## config.mk

```make
export PLATFORM = sky130hd
export DESIGN_NAME = exec_unit_flat
export DESIGN_NICKNAME = d
export VERILOG_FILES = /design/src/rtl/exec_unit_if.sv /design/src/rtl/exec_unit.sv /design/src/flat_wrapper.sv
export SDC_FILE = /design/constraint.sdc
export NUM_CORES = 2
export LEC_CHECK = 0
export ABC_AREA = 1
export CORE_MARGIN = 2
export CORE_UTILIZATION = 55
export DETAILED_ROUTE_END_ITERATION = 16
export PLACE_DENSITY = 0.75
export SETUP_SLACK_MARGIN = 0.1
export SYNTH_ARGS = -nofsm -noshare
export SYNTH_HDL_FRONTEND = slang
export SYNTH_SLANG_ARGS = --single-unit
```

## constraint.sdc

```tcl
create_clock -name clock -period 4.5 [get_ports clock]
set_clock_uncertainty 0.1 [all_clocks]
set_input_delay 1.35 -clock clock [delete_from_list [all_inputs] [get_ports clock]]
set_output_delay 1.35 -clock clock [all_outputs]
set_load 0.05 [all_outputs]
```

## src/rtl/exec_unit_if.sv

```systemverilog
// Handshake and operand bundle between decode, the execute stage and memory.
// master = decode/memory side, slave = exec_unit.
interface exec_unit_if #(
  parameter int XLEN = 32
);
  logic            flush;
  logic            in_valid;
  logic            in_ready;
  logic [XLEN-1:0] rs1;
  logic [XLEN-1:0] rs2;
  logic [XLEN-1:0] pc;
  logic [XLEN-1:0] imm;
  logic            a_sel;
  logic            b_sel;
  logic            op_imm;
  logic            pass_b;
  logic            is_m;
  logic [2:0]      funct3;
  logic [6:0]      funct7;
  logic            out_valid;
  logic            out_ready;
  logic [XLEN-1:0] result;
  logic            br_eq;
  logic            br_lt;
  logic            br_ltu;
  logic            busy;

  modport master (
    output flush, in_valid, rs1, rs2, pc, imm, a_sel, b_sel, op_imm, pass_b,
           is_m, funct3, funct7, out_ready,
    input  in_ready, out_valid, result, br_eq, br_lt, br_ltu, busy
  );

  modport slave (
    input  flush, in_valid, rs1, rs2, pc, imm, a_sel, b_sel, op_imm, pass_b,
           is_m, funct3, funct7, out_ready,
    output in_ready, out_valid, result, br_eq, br_lt, br_ltu, busy
  );
endinterface

```

## src/rtl/exec_unit.sv

```systemverilog
// RV32IM execute stage: single-cycle ALU, iterative shift-add multiply and
// restoring divide over operand magnitudes, with registered branch flags.
module exec_unit #(
  parameter int XLEN = 32
) (
  input logic       clock,
  input logic       reset,
  exec_unit_if.slave bus
);
  localparam int SHW = $clog2(XLEN);
  localparam int CW  = $clog2(XLEN + 1);
  localparam logic [CW-1:0]   CNT_LOAD = CW'(XLEN);
  localparam logic [XLEN-1:0] MIN_NEG  = {1'b1, {(XLEN-1){1'b0}}};

  typedef enum logic [1:0] {S_IDLE, S_MUL, S_DIV, S_DONE} state_t;

  state_t          state_q, state_d;
  logic [CW-1:0]   cnt_q, cnt_d;
  logic [XLEN-1:0] res_q, res_d;
  logic [XLEN-1:0] hi_q, hi_d, lo_q, lo_d, opnd_q, opnd_d;
  logic            eq_q, eq_d, lt_q, lt_d, ltu_q, ltu_d;
  logic            neg_q, neg_d, rneg_q, rneg_d, sel_q, sel_d;

  logic            accept;
  logic [XLEN-1:0] op_a, op_b, alu_res, mag_a, mag_b;
  logic [SHW-1:0]  shamt;
  logic            is_div, sgn_a, sgn_b, a_neg, b_neg, div_zero, div_ovf;
  logic [XLEN:0]   mul_sum, div_sh;
  logic [2*XLEN-1:0] mul_prod, mul_fin;
  logic            div_ge;
  logic [XLEN-1:0] div_sub, div_rem, div_quo, div_fin;
  logic            unused_f7;

  assign unused_f7 = ^{bus.funct7[6], bus.funct7[4:0]};

  assign accept        = bus.in_valid & bus.in_ready & ~bus.flush;
  assign bus.in_ready  = (state_q == S_IDLE) | ((state_q == S_DONE) & bus.out_ready);
  assign bus.out_valid = (state_q == S_DONE);
  assign bus.busy      = (state_q == S_MUL) | (state_q == S_DIV);
  assign bus.result    = res_q;
  assign bus.br_eq     = eq_q;
  assign bus.br_lt     = lt_q;
  assign bus.br_ltu    = ltu_q;

  assign op_a  = bus.a_sel ? bus.pc  : bus.rs1;
  assign op_b  = bus.b_sel ? bus.imm : bus.rs2;
  assign shamt = op_b[SHW-1:0];

  always_comb begin
    alu_res = '0;
    case (bus.funct3)
      3'd0: alu_res = (~bus.op_imm & bus.funct7[5]) ? op_a - op_b : op_a + op_b;
      3'd1: alu_res = op_a << shamt;
      3'd2: alu_res = {{(XLEN-1){1'b0}}, $signed(op_a) < $signed(op_b)};
      3'd3: alu_res = {{(XLEN-1){1'b0}}, op_a < op_b};
      3'd4: alu_res = op_a ^ op_b;
      3'd5: alu_res = bus.funct7[5] ? $unsigned($signed(op_a) >>> shamt) : op_a >> shamt;
      3'd6: alu_res = op_a | op_b;
      default: alu_res = op_a & op_b;
    endcase
    if (bus.pass_b) alu_res = op_b;
  end

  // Signedness per M op; plain MUL is run unsigned since its low half is sign-agnostic.
  assign is_div   = bus.funct3[2];
  assign sgn_a    = is_div ? ~bus.funct3[0] : (bus.funct3[1] ^ bus.funct3[0]);
  assign sgn_b    = is_div ? ~bus.funct3[0] : (bus.funct3[1:0] == 2'b01);
  assign a_neg    = sgn_a & op_a[XLEN-1];
  assign b_neg    = sgn_b & op_b[XLEN-1];
  assign mag_a    = a_neg ? -op_a : op_a;
  assign mag_b    = b_neg ? -op_b : op_b;
  assign div_zero = (op_b == '0);
  assign div_ovf  = sgn_a & (op_a == MIN_NEG) & (op_b == '1);

  // Multiply step: {hi,lo} holds partial product above the remaining multiplier bits.
  assign mul_sum  = {1'b0, hi_q} + (lo_q[0] ? {1'b0, opnd_q} : '0);
  assign mul_prod = {mul_sum, lo_q[XLEN-1:1]};
  assign mul_fin  = neg_q ? -mul_prod : mul_prod;

  // Divide step: hi is the partial remainder, lo shifts dividend out and quotient in.
  assign div_sh  = {hi_q, lo_q[XLEN-1]};
  assign div_ge  = div_sh >= {1'b0, opnd_q};
  assign div_sub = div_sh[XLEN-1:0] - opnd_q;
  assign div_rem = div_ge ? div_sub : div_sh[XLEN-1:0];
  assign div_quo = {lo_q[XLEN-2:0], div_ge};
  assign div_fin = sel_q ? (rneg_q ? -div_rem : div_rem) : (neg_q ? -div_quo : div_quo);

  always_comb begin
    state_d = state_q;
    cnt_d   = cnt_q;
    res_d   = res_q;
    hi_d    = hi_q;
    lo_d    = lo_q;
    opnd_d  = opnd_q;
    eq_d    = eq_q;
    lt_d    = lt_q;
    ltu_d   = ltu_q;
    neg_d   = neg_q;
    rneg_d  = rneg_q;
    sel_d   = sel_q;
    if (bus.flush) begin
      state_d = S_IDLE;
      cnt_d   = '0;
    end else if (accept) begin
      eq_d   = (bus.rs1 == bus.rs2);
      lt_d   = $signed(bus.rs1) < $signed(bus.rs2);
      ltu_d  = bus.rs1 < bus.rs2;
      neg_d  = a_neg ^ b_neg;
      rneg_d = a_neg;
      hi_d   = '0;
      if (!bus.is_m) begin
        res_d   = alu_res;
        state_d = S_DONE;
      end else if (!is_div) begin
        lo_d    = mag_b;
        opnd_d  = mag_a;
        sel_d   = (bus.funct3[1:0] != 2'b00);
        cnt_d   = CNT_LOAD;
        state_d = S_MUL;
      end else if (div_zero) begin
        res_d   = bus.funct3[1] ? op_a : '1;
        state_d = S_DONE;
      end else if (div_ovf) begin
        res_d   = bus.funct3[1] ? '0 : op_a;
        state_d = S_DONE;
      end else begin
        lo_d    = mag_a;
        opnd_d  = mag_b;
        sel_d   = bus.funct3[1];
        cnt_d   = CNT_LOAD;
        state_d = S_DIV;
      end
    end else begin
      case (state_q)
        S_MUL: begin
          hi_d  = mul_prod[2*XLEN-1:XLEN];
          lo_d  = mul_prod[XLEN-1:0];
          cnt_d = cnt_q - CW'(1);
          if (cnt_q == CW'(1)) begin
            res_d   = sel_q ? mul_fin[2*XLEN-1:XLEN] : mul_fin[XLEN-1:0];
            state_d = S_DONE;
          end
        end
        S_DIV: begin
          hi_d  = div_rem;
          lo_d  = div_quo;
          cnt_d = cnt_q - CW'(1);
          if (cnt_q == CW'(1)) begin
            res_d   = div_fin;
            state_d = S_DONE;
          end
        end
        S_DONE: if (bus.out_ready) state_d = S_IDLE;
        default: ;
      endcase
    end
  end

  always_ff @(posedge clock) begin
    if (reset) begin
      state_q <= S_IDLE;
      cnt_q   <= '0;
      res_q   <= '0;
      hi_q    <= '0;
      lo_q    <= '0;
      opnd_q  <= '0;
      eq_q    <= 1'b0;
      lt_q    <= 1'b0;
      ltu_q   <= 1'b0;
      neg_q   <= 1'b0;
      rneg_q  <= 1'b0;
      sel_q   <= 1'b0;
    end else begin
      state_q <= state_d;
      cnt_q   <= cnt_d;
      res_q   <= res_d;
      hi_q    <= hi_d;
      lo_q    <= lo_d;
      opnd_q  <= opnd_d;
      eq_q    <= eq_d;
      lt_q    <= lt_d;
      ltu_q   <= ltu_d;
      neg_q   <= neg_d;
      rneg_q  <= rneg_d;
      sel_q   <= sel_d;
    end
  end
endmodule

```

## src/flat_wrapper.sv

```systemverilog
// flat-port wrapper written by rule: the top's interface ports become plain ports
module exec_unit_flat 
#(
  parameter int XLEN = 32
)
  (clock, reset, bus_flush, bus_in_valid, bus_rs1, bus_rs2, bus_pc, bus_imm, bus_a_sel, bus_b_sel, bus_op_imm, bus_pass_b, bus_is_m, bus_funct3, bus_funct7, bus_out_ready, bus_in_ready, bus_out_valid, bus_result, bus_br_eq, bus_br_lt, bus_br_ltu, bus_busy);
  exec_unit_if #(.XLEN(XLEN)) bus_i ();
  input logic clock;
  input logic reset;
  input wire logic [$bits(bus_i.flush)-1:0] bus_flush;
  input wire logic [$bits(bus_i.in_valid)-1:0] bus_in_valid;
  input wire logic [$bits(bus_i.rs1)-1:0] bus_rs1;
  input wire logic [$bits(bus_i.rs2)-1:0] bus_rs2;
  input wire logic [$bits(bus_i.pc)-1:0] bus_pc;
  input wire logic [$bits(bus_i.imm)-1:0] bus_imm;
  input wire logic [$bits(bus_i.a_sel)-1:0] bus_a_sel;
  input wire logic [$bits(bus_i.b_sel)-1:0] bus_b_sel;
  input wire logic [$bits(bus_i.op_imm)-1:0] bus_op_imm;
  input wire logic [$bits(bus_i.pass_b)-1:0] bus_pass_b;
  input wire logic [$bits(bus_i.is_m)-1:0] bus_is_m;
  input wire logic [$bits(bus_i.funct3)-1:0] bus_funct3;
  input wire logic [$bits(bus_i.funct7)-1:0] bus_funct7;
  input wire logic [$bits(bus_i.out_ready)-1:0] bus_out_ready;
  output wire logic [$bits(bus_i.in_ready)-1:0] bus_in_ready;
  output wire logic [$bits(bus_i.out_valid)-1:0] bus_out_valid;
  output wire logic [$bits(bus_i.result)-1:0] bus_result;
  output wire logic [$bits(bus_i.br_eq)-1:0] bus_br_eq;
  output wire logic [$bits(bus_i.br_lt)-1:0] bus_br_lt;
  output wire logic [$bits(bus_i.br_ltu)-1:0] bus_br_ltu;
  output wire logic [$bits(bus_i.busy)-1:0] bus_busy;
  assign bus_i.flush = bus_flush;
  assign bus_i.in_valid = bus_in_valid;
  assign bus_i.rs1 = bus_rs1;
  assign bus_i.rs2 = bus_rs2;
  assign bus_i.pc = bus_pc;
  assign bus_i.imm = bus_imm;
  assign bus_i.a_sel = bus_a_sel;
  assign bus_i.b_sel = bus_b_sel;
  assign bus_i.op_imm = bus_op_imm;
  assign bus_i.pass_b = bus_pass_b;
  assign bus_i.is_m = bus_is_m;
  assign bus_i.funct3 = bus_funct3;
  assign bus_i.funct7 = bus_funct7;
  assign bus_i.out_ready = bus_out_ready;
  assign bus_in_ready = bus_i.in_ready;
  assign bus_out_valid = bus_i.out_valid;
  assign bus_result = bus_i.result;
  assign bus_br_eq = bus_i.br_eq;
  assign bus_br_lt = bus_i.br_lt;
  assign bus_br_ltu = bus_i.br_ltu;
  assign bus_busy = bus_i.busy;
  exec_unit #(.XLEN(XLEN)) u_core (.clock(clock), .reset(reset), .bus(bus_i));
endmodule
```

==> results of run 1 <==
## cells in the mapped netlist, drive strengths merged (12+ instances only)
master / n / area, um2
nor4: 30 / 193.9
o31ai: 12 / 90.09
a31oi: 38 / 237.7
o211ai: 119 / 893.4
dfxtp: 142 / 2843
nor3: 58 / 321.6
buf: 82 / 475.5
o22ai: 23 / 143.9
nand2: 1625 / 6161
inv: 689 / 2589
nor2: 498 / 1933
o21a: 26 / 195.2
ha: 209 / 2615
a211oi: 30 / 225.2
o221ai: 16 / 140.1
o2111ai: 12 / 105.1
o21ai: 581 / 2998
clkbuf: 182 / 683.2
a21boi: 12 / 93.84
o21bai: 25 / 187.7
a21oi: 418 / 2096
nand4: 75 / 481.7
nand3b: 21 / 157.7
xor2: 107 / 937.2
or2: 25 / 156.4
clkinv: 13 / 50.04
nand3: 327 / 1669
## stage by stage
step	instance area (um2)	util [%]	instances	hold WS [ns]	TNS, ns
floorplan	29420	-	5458	0.3435	-0.01010
global placement	37390	71.16	6894	0.3539	-81.94
detailed placement	37390	71.16	6894	0.3683	-82.75
CTS	40030	76.18	7011	0.3815	0
## layer usage
layer | GRT overflow | global-route usage (%)
met5 | 0 | 30.22
met4 | 7 | 60.95
met3 | 0 | 51.80
met2 | 2 | 86.53
met1 | 0 | 71.99
## logic make-up after synthesis
logic type	after synthesis	share of synthesized area (%)
multiplexers	7	0.2395
AND/OR/NAND/NOR	2664	37.97
flip-flops	142	9.717
adder cells (fa/ha/maj)	215	9.281
XOR/XNOR	118	3.533
buffers and inverters	966	12.98
AO/OA/AOI/OAI	1346	26.28
## repair_timing
item | CTS
pin swaps | 87
setup endpoints to repair | 103
buffers inserted | 72
gates resized for setup | 322
gates cloned | 13
==> results by group, run 1 <==
Synthesis
  • Sequential area share after synthesis: about a tenth
  • Number of synthesized register bits: 142
  • Syn_nets: between 5k and 6k
  • Yosys Warn Count: 0
  • Async set-reset flop share out of synthesis: 0%
  • Mapped Avg Cell Area: about 5.4 um2
  • Main synth FF type: dfxtp_1
  • Post-synth EDFFs: 0
  • Synth Instances: approximately 5.5k
  • Mapped cell area: just under 0.03 mm2
  • Distinct cells, synth: 72

Clock tree
  • Hold-fix buffers at CTS: 0
  • Max clock buf depth: 2
  • CTS root buf: clkbuf_16
  • CTS buffer count: 17
  • CTS H-tree depth: 4
  • CTS Sinks: between 100 and 150

Global routing
  • GRT overflow: 9
  • GRT Util Overall: a little under 70%
  • Largest net degree at the start of global routing: between 70 and 80

Floorplanning
  • # IOs: between 150 and 200
  • Rows: 84
  • Die Ht: around 230 um
  • DIE WIDTH: 234.6 um
  • Initial Utilization: about 56%

Place
  • Place WS: -1.115 ns
  • Port Buffers: between 150 and 200
  • Post-DP HPWL: 128.1 mm
  • GP Congestion: around 1.2

Timing
  • Post-GRT worst EP: u_core.bus.result[23]$_SDFFE_PP0P_/D
  • Worst End Pin Type: register data pin

Outcome
  • Status: aborted with a tool error
  • First error: [ERROR GRT-0232] Routing congestion too high. Check the congestion heatmap in the GUI.
  • Fail Step: global routing (5_1_grt)
==> inputs of run 2 (changes only) <==
--- a/config.mk
+++ b/config.mk
@@ -7,10 +7,9 @@
 export LEC_CHECK = 0
 export ABC_AREA = 1
 export CORE_MARGIN = 2
-export CORE_UTILIZATION = 55
+export CORE_UTILIZATION = 40
 export DETAILED_ROUTE_END_ITERATION = 16
-export PLACE_DENSITY = 0.75
-export SETUP_SLACK_MARGIN = 0.1
+export PLACE_DENSITY_LB_ADDON = 0.15
 export SYNTH_ARGS = -nofsm -noshare
 export SYNTH_HDL_FRONTEND = slang
 export SYNTH_SLANG_ARGS = --single-unit
==> constraint.sdc (replaced) <==
create_clock -name clock -period 5.9 [get_ports clock]
set_clock_uncertainty 0.1 [all_clocks]
set_input_delay 1.77 -clock clock [delete_from_list [all_inputs] [get_ports clock]]
set_output_delay 1.77 -clock clock [all_outputs]
set_load 0.05 [all_outputs]
==> run 2 against run 1 <==
  * The flow now finishes without violations
  * Area after synthesis unchanged
  * Synthesized cell count unchanged
==> results by group, run 2 <==
Setup path
  • Worst EP arrival: slightly below 6 ns
  • CP Launch Type: input port
  • R2R cell count: 20
  • CP Max Fanout: 21
  • Crit Reg-Reg Endpoint: u_core.bus.result[17]$_SDFFE_PP0P_
  • WP data required: 6.11 ns
  • End point of the critical path: u_core.opnd_q[31]$_SDFFE_PP0P_
  • Worst r2r src: u_core.lo_q[31]$_SDFFE_PP0P_
  • CP endpoint kind: flop
  • Critical Path Source: bus_rs2[0]
  • Reg2Reg Setup Slack: roughly 0.57 ns
  • CP Class: in2reg

Clock tree
  • CTS buffer count: 17
  • Hold-fix buffers at CTS: 0
  • Clk pin slew, worst setup/hold paths: about 0.080 ns
  • Skew-Pair Late Insertion Delay: about 0.49 ns
  • TritonCTS clock tree: done
  • Postcts setup bufs: 0
  • CTS H-tree depth: 4
  • Post-CTS Resized: 0
  • CTS Sinks: 142
  • CTS root buf: clkbuf_16
  • Max clock buf depth: 2

Timing
  • Final setup vio count: 0
  • Post-layout min period: around 5.7 ns
  • Worst-Margin Slew: between 1 and 1.5 ns
  • Period utilization: between 90% and 100%
  • Max Clk Rate: approximately 180 MHz
  • RSZ-0062 raised after global routing: false
  • Hold Fails Final Rpt: 0
  • Fin. max-slew vios: 0
  • Max_slew headroom: under 10%
  • Fin Hold WS: between 0.3 and 0.4 ns

Synthesis
  • Async set-reset flop share out of synthesis: 0%
  • Count leader, synth: nand2_1
  • Area leader, netlist: nand2_1
  • Synth Instances: roughly 5.5k
  • Mapped cell area: around 0.029 mm2
  • Top cells by count, synth: nand2_1 (1,610), inv_1 (668), o21ai_0 (508)
  • Yosys Warn Count: 0
  • Largest cells by area after synthesis: nand2_1 (21%), dfxtp_1 (9.7%), ha_1 (8.9%)
  • Sequential area share after synthesis: roughly a tenth
  • Number of synthesized register bits: about 140
  • Yosys top cell area share: ~21%
  • Mapped Avg Cell Area: 5.360 um2
  • Distinct cells, synth: 72
  • Main synth FF type: dfxtp_1
  • Post-synth EDFFs: 0
  • Syn_nets: between 5k and 6k

Floorplanning
  • DIE WIDTH: ~270 um
  • Core area: 0.07271 mm2
  • Rows: between 90 and 100
  • # IOs: 186
  • Full die area: around 0.075 mm2
  • Initial Utilization: 40.24%
  • Die Ht: around 270 um

Global routing
  • Met1 usage: 56.45%
  • GRT Util Overall: 43.75%
  • GRT overflow: 0
  • Largest net degree at the start of global routing: 92
  • Initial antenna violation count: 10
  • First-pass GRT wire length: approximately 240 mm
  • Global routing's busiest layer: met2
  • Met2 Usage GRT: between 60% and 70%
  • Vias in the first global route: around 37k
  • Met3 Track Usage GR: 11.38%

Pwr
  • Leak: 18.22 nW
  • Max VDD drop: roughly 0.23 mV
  • Power, Total: roughly 6.9 mW
  • Pwr dens: 189.4 mW/mm2

Cells and area
  • Share of cells above drive strength 1: 12.12%
  • Most frequent cells in the layout: nand2_1 (1,610), inv_1 (664), buf_4 (552)
  • Most common cell after layout, fill and taps aside: nand2_1
  • Post-route cell area: 0.03619 mm2
  • # nets final: 6,323
  • FILL cells: 7,990
  • Synth-to-layout area growth: 23.70%

Place
  • Post-DP HPWL: between 100 and 150 mm
  • Placed Area: 0.03558 mm2
  • GP Congestion: around 1.1
  • Port Buffers: 179

Min path
  • Worst Hold Class: reg2reg

Routing
  • DR vias: 40.46k
  • Drt total wl: approximately 170 mm
  • DR iter-0 viols: between 5k and 6k
  • Final ANT Viol Nets: 0
  • Remaining DRCs: 0
  • Pre-antenna DRT Iters: 9
  • Via-per-instance ratio: approximately 6
  • WL per Instance: 24.27 um

Run
  • Max cap viols: 0

Outcome
  • Status: finished clean
run 2: cell counts after synthesis:
Identical to the previous run, type by type.
run 2: metrics by stage:
| step | util (%) | TNS [ns] | instances | setup slack [ns] |
|---|---|---|---|---|
| global placement | 48.94 | -3.306 | 6901 | -0.3399 |
| detailed placement | 48.94 | -4.460 | 6901 | -0.3374 |
| CTS | 49.72 | 0 | 6933 | 0.1609 |
| global route | 49.76 | 0 | 6934 | 0.04330 |
| floorplan | - | 0 | 5458 | 0.7555 |
| finish | 49.77 | 0 | 6936 | 0.2101 |
run 2: worst max-delay path: stages:
cell and delay, ns:
clkdlybuf4s50_1 0.43, nand2_1 0.09, nand2_2 0.18, buf_12 0.21, ha_1 0.39, nand3_1 0.17, nor2_1 0.07, buf_4 0.15
nand4_1 0.14, nor4_1 0.07, buf_4 0.16, nand4_1 0.08, nand3_2 0.27, nand2_4 0.19, nand2_8 0.09, buf_12 0.18
a211oi_1 1.10, a211oi_1 0.08
run 2: layout make-up:
type	instances	area (um2)	area share, %
clock inverter	15	146.4	0.4045
tap	959	1200	3.316
inverter	702	2641	7.299
clock buffer	17	425.4	1.176
timing repair inverter	1	7.507	0.02074
antenna	2	5.005	0.01383
sequential	142	2845	7.862
multi-input combinational	4350	22660	62.62
timing repair buffer	748	6255	17.28
run 2: how the worst min path moves through the flow:
stage	from	to	slack, ns	depth (start not counted)
2_1_floorplan	u_core.cnt_q[2]$_SDFFE_PP0P_	u_core.cnt_q[2]$_SDFFE_PP0P_	0.34	1
3_3_place_gp	u_core.opnd_q[19]$_SDFFE_PP0P_	u_core.opnd_q[19]$_SDFFE_PP0P_	0.37	2
3_5_place_dp	u_core.bus.result[3]$_SDFFE_PP0P_	u_core.bus.result[3]$_SDFFE_PP0P_	0.37	2
4_1_cts	u_core.opnd_q[17]$_SDFFE_PP0P_	u_core.opnd_q[17]$_SDFFE_PP0P_	0.38	2
5_1_grt	u_core.opnd_q[17]$_SDFFE_PP0P_	u_core.opnd_q[17]$_SDFFE_PP0P_	0.40	2
6_report	u_core.cnt_q[5]$_SDFFE_PP0P_	u_core.cnt_q[5]$_SDFFE_PP0P_	0.38	2
run 2: metal layers:
metal / wire (um) / part of all wire (%)
met1: 67530 / 40
met2: 70640 / 42
met3: 20160 / 12
met4: 9974 / 5.9
met5: 57 / 0.034
run 2: logic make-up after synthesis:
family,synth area share (%)
muxes,0.2395
AOI/OAI and AO/OA,26.28
adders and majority gates,9.281
xor gates and xnor gates,3.533
buffers and inverters,12.98
and+or+nand+nor,37.97
DFF,9.717
run 2: power breakdown:
part	switching (mW)	internal [mW]	total, mW	leakage [nW]
clock	0.550	0.558	1.11	0.275
sequential	0.0946	1.03	1.13	1.16
combinational	3.07	1.55	4.62	16.8
total	3.71	3.14	6.86	18.2
Power figures use the tool's default switching activity.
